**config.mk**
```make
export PLATFORM = sky130hd
export DESIGN_NAME = fetch_unit
export DESIGN_NICKNAME = d
export VERILOG_FILES = /design/src/rtl/fetch_pkg.sv /design/src/rtl/fetch_unit.sv
export SDC_FILE = /design/constraint.sdc
export NUM_CORES = 1
export LEC_CHECK = 0
export ABC_CLOCK_PERIOD_IN_PS = 6200
export BUFFER_PORTS_ARGS = -buffer_cell sky130_fd_sc_hd__buf_4
export CAP_MARGIN = 25
export CORE_ASPECT_RATIO = 1.1
export CORE_UTILIZATION = 38
export CTS_BUF_LIST = sky130_fd_sc_hd__clkbuf_16
export DETAILED_ROUTE_END_ITERATION = 8
export GPL_ROUTABILITY_DRIVEN = 0
export GPL_TIMING_DRIVEN = 0
export PLACE_DENSITY = 0.75
export SLEW_MARGIN = 20
export SYNTH_ARGS = -nofsm -noshare
export SYNTH_HDL_FRONTEND = slang
export SYNTH_SLANG_ARGS = --single-unit
```
**constraint.sdc**
```tcl
create_clock -name clk_i -period 6.2 [get_ports clk_i]
set_clock_uncertainty 0.2 [all_clocks]
set_input_delay 0.93 -clock clk_i [delete_from_list [all_inputs] [get_ports clk_i]]
set_output_delay 0.93 -clock clk_i [all_outputs]
set_load 0.02 [all_outputs]
```
**src/rtl/fetch_pkg.sv**
```systemverilog
// Shared types and constants for the instruction fetch stage.
package fetch_pkg;

    typedef enum logic [1:0] {
        IDLE,
        REQ,
        WAIT,
        HOLD
    } fetch_state_e;

    localparam int PC_INCR    = 4;
    // Signed so that a cast to a wider PC sign-extends into an all-ones upper mask.
    localparam int ALIGN_MASK = ~32'h3;

endpackage

```
**src/rtl/fetch_unit.sv**
```systemverilog
// Instruction fetch stage: owns the PC, runs one req/gnt/rvalid access at a time,
// buffers the returned word and offers it to the instruction register.
module fetch_unit
    import fetch_pkg::*;
#(
    parameter int                   DATAWIDTH = 32,
    parameter logic [DATAWIDTH-1:0] RESET_PC  = '0
) (
    input  logic                 clk_i,
    input  logic                 rst_ni,
    input  logic                 run_i,
    input  logic                 stall_i,
    input  logic                 redirect_i,
    input  logic [DATAWIDTH-1:0] redirect_pc_i,
    output logic                 imem_req_o,
    output logic [DATAWIDTH-1:0] imem_addr_o,
    input  logic                 imem_gnt_i,
    input  logic                 imem_rvalid_i,
    input  logic [DATAWIDTH-1:0] imem_rdata_i,
    output logic [DATAWIDTH-1:0] instr_o,
    output logic [DATAWIDTH-1:0] instr_pc_o,
    output logic                 ir_en_o,
    output logic [DATAWIDTH-1:0] pc_o,
    output logic                 busy_o
);

    fetch_state_e         state_q, state_d;
    logic [DATAWIDTH-1:0] pc_q, pc_d;
    logic [DATAWIDTH-1:0] addr_q, addr_d;
    logic [DATAWIDTH-1:0] instr_q, instr_d;
    logic [DATAWIDTH-1:0] instr_pc_q, instr_pc_d;
    logic                 kill_q, kill_d;
    logic                 release_slot;
    logic [DATAWIDTH-1:0] target;

    assign target = redirect_pc_i & DATAWIDTH'(ALIGN_MASK);

    always_comb begin
        // NOTE: every _d starts as its _q, so no branch can leave a latch behind.
        state_d      = state_q;
        pc_d         = pc_q;
        addr_d       = addr_q;
        instr_d      = instr_q;
        instr_pc_d   = instr_pc_q;
        kill_d       = kill_q;
        release_slot = 1'b0;

        if (redirect_i) begin
            pc_d = target;
        end

        case (state_q)
            IDLE: release_slot = 1'b1;
            REQ: begin
                if (redirect_i) kill_d = 1'b1;
                if (imem_gnt_i) state_d = WAIT;
            end
            WAIT: begin
                if (imem_rvalid_i) begin
                    if (kill_q || redirect_i) begin
                        kill_d       = 1'b0;
                        release_slot = 1'b1;
                    end else begin
                        instr_d    = imem_rdata_i;
                        instr_pc_d = addr_q;
                        pc_d       = pc_q + DATAWIDTH'(PC_INCR);
                        state_d    = HOLD;
                    end
                end else if (redirect_i) begin
                    // The access in flight cannot be cancelled; mark its data as stale.
                    kill_d = 1'b1;
                end
            end
            HOLD: release_slot = redirect_i || !stall_i;
            default: state_d = IDLE;
        endcase

        // The slot is free: start the next access at the freshly updated PC, or park.
        if (release_slot) begin
            state_d = run_i ? REQ : IDLE;
            if (run_i) addr_d = pc_d;
        end
    end

    always_ff @(posedge clk_i or negedge rst_ni) begin
        if (!rst_ni) begin
            state_q    <= IDLE;
            pc_q       <= RESET_PC;
            addr_q     <= RESET_PC;
            instr_q    <= '0;
            instr_pc_q <= '0;
            kill_q     <= 1'b0;
        end else begin
            // NOTE: non-blocking so every flop samples the pre-edge values of the others.
            state_q    <= state_d;
            pc_q       <= pc_d;
            addr_q     <= addr_d;
            instr_q    <= instr_d;
            instr_pc_q <= instr_pc_d;
            kill_q     <= kill_d;
        end
    end

    assign imem_req_o  = (state_q == REQ);
    assign imem_addr_o = addr_q;
    assign instr_o     = instr_q;
    assign instr_pc_o  = instr_pc_q;
    assign ir_en_o     = (state_q == HOLD) && !stall_i && !redirect_i;
    assign pc_o        = pc_q;
    assign busy_o      = (state_q != IDLE);

endmodule

```
==> results.yml <==
floorplan:
  die-area_sq_um: 15400
  coreArea_sq_um: 14400
  start_util_pct: 39.1
  die_w_um: 118
  placementRows: 46
  fp.dieH_um: 130
  ios: 202
logic_synthesis:
  synth_fa_ha_area_share_pct: 0.222
  yosysTopAreaCellShare_pct: 58.1
  synth_top_family_by_area: "simple AND/OR/NAND/NOR gates"
  synth_mux_area_share_pct: 4.14
  synthTopCellsByArea: "dfrtp_1 58%, nand2_1 16%, mux2_2 3.8%"
  syn_area_sq_um: 5650
  ys_ff_latch: 131
  yosys.cell_types.count: 48
  synth-edff-count: 0
  syn_inst: 599
  yosysWarningCount: 0
  synth_xor_area_share_pct: 2.17
  yosysSeqAreaShare_pct: 58.1
  synth.avg_cell_area_sq_um: 9.43
  synthSimpleGateAreaFrac_pct: 24.7
  syn_nets: 671
  synth-compound-area-share_pct: 8.04
  synthArstFlopShare_pct: 100
  yosysTopAreaCell: "dfrtp_1"
  ys.flop_type: "dfrtp_1"
clock_tree:
  cts_sinks: 131
  holdBufCountCts: 0
  clockBufferDepth: 2
  cts_resized: 0
  root_buffer: "clkbuf_16"
  h-tree-depth: 4
  cts_inserted_buffers: 17
  insertion_delay_ns: 0.43
  tritoncts: "yes"
  path_clk_slew_ns: 0.06
  cts_setup_buffers: 0
worst_setup_path:
  setup.worst_path.end_class: "flip-flop"
  worst_ep_required_time_ns: 6.31
  rr_startpoint: "state_q[1]$_DFFE_PN0P_"
  cp_max_fo: 10
  arrival_ns: 3.05
  r2r.worst_path.cells: 7
  worst-r2r-setup-slack_ns: 3.33
  crit_type: "in -> reg"
  critPathLaunchType: "input port"
  worstReg2RegEnd: "imem_addr_o[10]$_DFFE_PN0P_"
global_route:
  grt_pass1_vias: 4900
  grt.total_usage_pct: 23.0
  grt_pass1_wl_mm: 26.6
  overflow: 0
  grt_max_degree: 84
  antenna_found_initial: 0
sta:
  min_period_ns: 2.94
  slew_headroom_pct: 28.3
  fin_setup_tns_ns: 0
  finalCritPeriodShare_pct: 47.5
  fmax_ghz: 0.340
  worstMarginPinSlew_ns: 1.07
  holdWs_ns: 0.197
  report.final.slew_viol_count: 0
  rsz0062_at_grt: "false"
  setup_viol: 0
  hold_viol_final: 0
route:
  drcViolationCount: 0
  antenna_left: 0
  wl_per_cell_um: 16.7
  dr.pass1.iters: 5
  num_vias: 5108
  drt-initial-drc-count: 212
  drt_wl_total_mm: 17.1
  viasPerCell: 5.00
power_and_ir_drop:
  pwr_density_cell_nw_per_um2: 461
  ir_worst_vdd_mv: 0.201
  power.leakage_nw: 4.03
finish:
  area_growth_pct: 42.1
  num-nets-final: 889
  fin_util_pct: 55.5
  final.fill_count: 1353
  drive_above_1_share_pct: 31.3
  diodes: 0
min_path:
  hp-class: "in -> async"
placed_design:
  dpl.hpwl_mm: 12.2
  io_buffer_count: 198
flow_run:
  cap_violations: 0
status:
  status: "complete, no violations"
-- kinds of logic (layout without fill, tap and decap cells) --
logic type / Yosys count / in the layout
flops: 131 / 131
mux: 21 / 21
compound gates: 66 / 66
xor+xnor: 14 / 14
fa+ha+maj: 1 / 1
buf+inv: 39 / 270
simple gates: 327 / 327
-- worst max path at each step --
stage                                  end  slack, ns          start  cells after the start
6_report       imem_addr_o[10]$_DFFE_PN0P_       3.26  imem_rvalid_i                      7
2_1_floorplan                      ir_en_o       3.24     redirect_i                      3
5_1_grt        imem_addr_o[31]$_DFFE_PN0P_       3.13     redirect_i                      7
3_3_place_gp   imem_addr_o[31]$_DFFE_PN0P_       2.83     redirect_i                      7
3_5_place_dp   imem_addr_o[31]$_DFFE_PN0P_       2.80     redirect_i                      7
4_1_cts                            ir_en_o       3.24     redirect_i                      4
-- flip-flops by register name, summed over array words and instances (netlist names) --
| signal | count |
|---|---|
| pc_o | 32 |
| instr_pc_o | 32 |
| state_q | 2 |
| instr_o | 32 |
| kill_q | 1 |
| imem_addr_o | 32 |
-- cells in the mapped netlist, drive strengths merged (2+ instances only) --
cell type    n
nor3        10
nor2b        3
mux2        19
a31oi        5
inv          6
a41oi        3
nand3        8
and2         2
a21oi        7
a311o        2
or2          2
a311oi       7
nor2        38
or3          2
o31ai        7
and4         4
mux2i        2
nor4         3
buf          7
xor2         6
nand2      234
xnor2        8
nand4       12
nor3b        2
and3         2
dfrtp      131
a211oi       9
clkbuf      26
o21ai       18
-- cells in the final DEF, fill, tap and decap left out, types with 8 or more instances in the layout --
master	n
clkbuf_1	26
o21ai_0	16
nand2_1	234
mux2_2	19
buf_4	197
xnor2_1	8
nand3_1	8
dfrtp_1	131
nor2_1	38
nand4_1	12
clkbuf_16	17
nor3_1	8
a211oi_1	9
-- where the power goes --
part | internal [mW] | switching (mW) | leakage (nW)
Combinational | 0.554 | 0.759 | 2.10
Sequential | 1.13 | 0.201 | 1.65
Clock | 0.667 | 0.387 | 0.288
Total | 2.35 | 1.35 | 4.03
-- worst max-delay path, stage by stage --
cell,delay [ns]
buf_4,0.12
nor2_1,0.05
a211oi_1,0.73
o21a_1,0.22
buf_2,0.28
buf_2,0.35
mux2_2,0.37
-- cell type report --
class | instances | area, sq um | share of cell area (%)
buffer | 33 | 130 | 1.62
clock buffer | 17 | 425 | 5.30
clock inverter | 15 | 189 | 2.35
inverter | 6 | 22.5 | 0.281
multi-input combinational | 429 | 2220 | 27.6
sequential | 131 | 3280 | 40.9
tap | 192 | 240 | 2.99
timing repair buffer | 199 | 1520 | 19.0
-- metrics by stage --
stage	power [mW]	setup slack [ns]	instance area [sq um]	cells
4_1_cts	3.72	3.24	8020	1022
3_5_place_dp	2.66	2.80	7410	990
3_3_place_gp	2.63	2.83	7370	989
6_report	3.70	3.26	8020	1022
2_1_floorplan	2.02	3.24	5650	599
5_1_grt	3.90	3.13	8020	1022
-- routing by layer --
metal / part of all wire, % / up-vias / global-route usage (%)
li1: - / 2455 / -
met1: 42 / 2419 / 29.4
met2: 48 / 196 / 35.9
met3: 7.0 / 38 / 6.99
met4: 2.8 / 0 / 11.2
met5: 0 / - / 0
(Power assumes the default switching activity.)
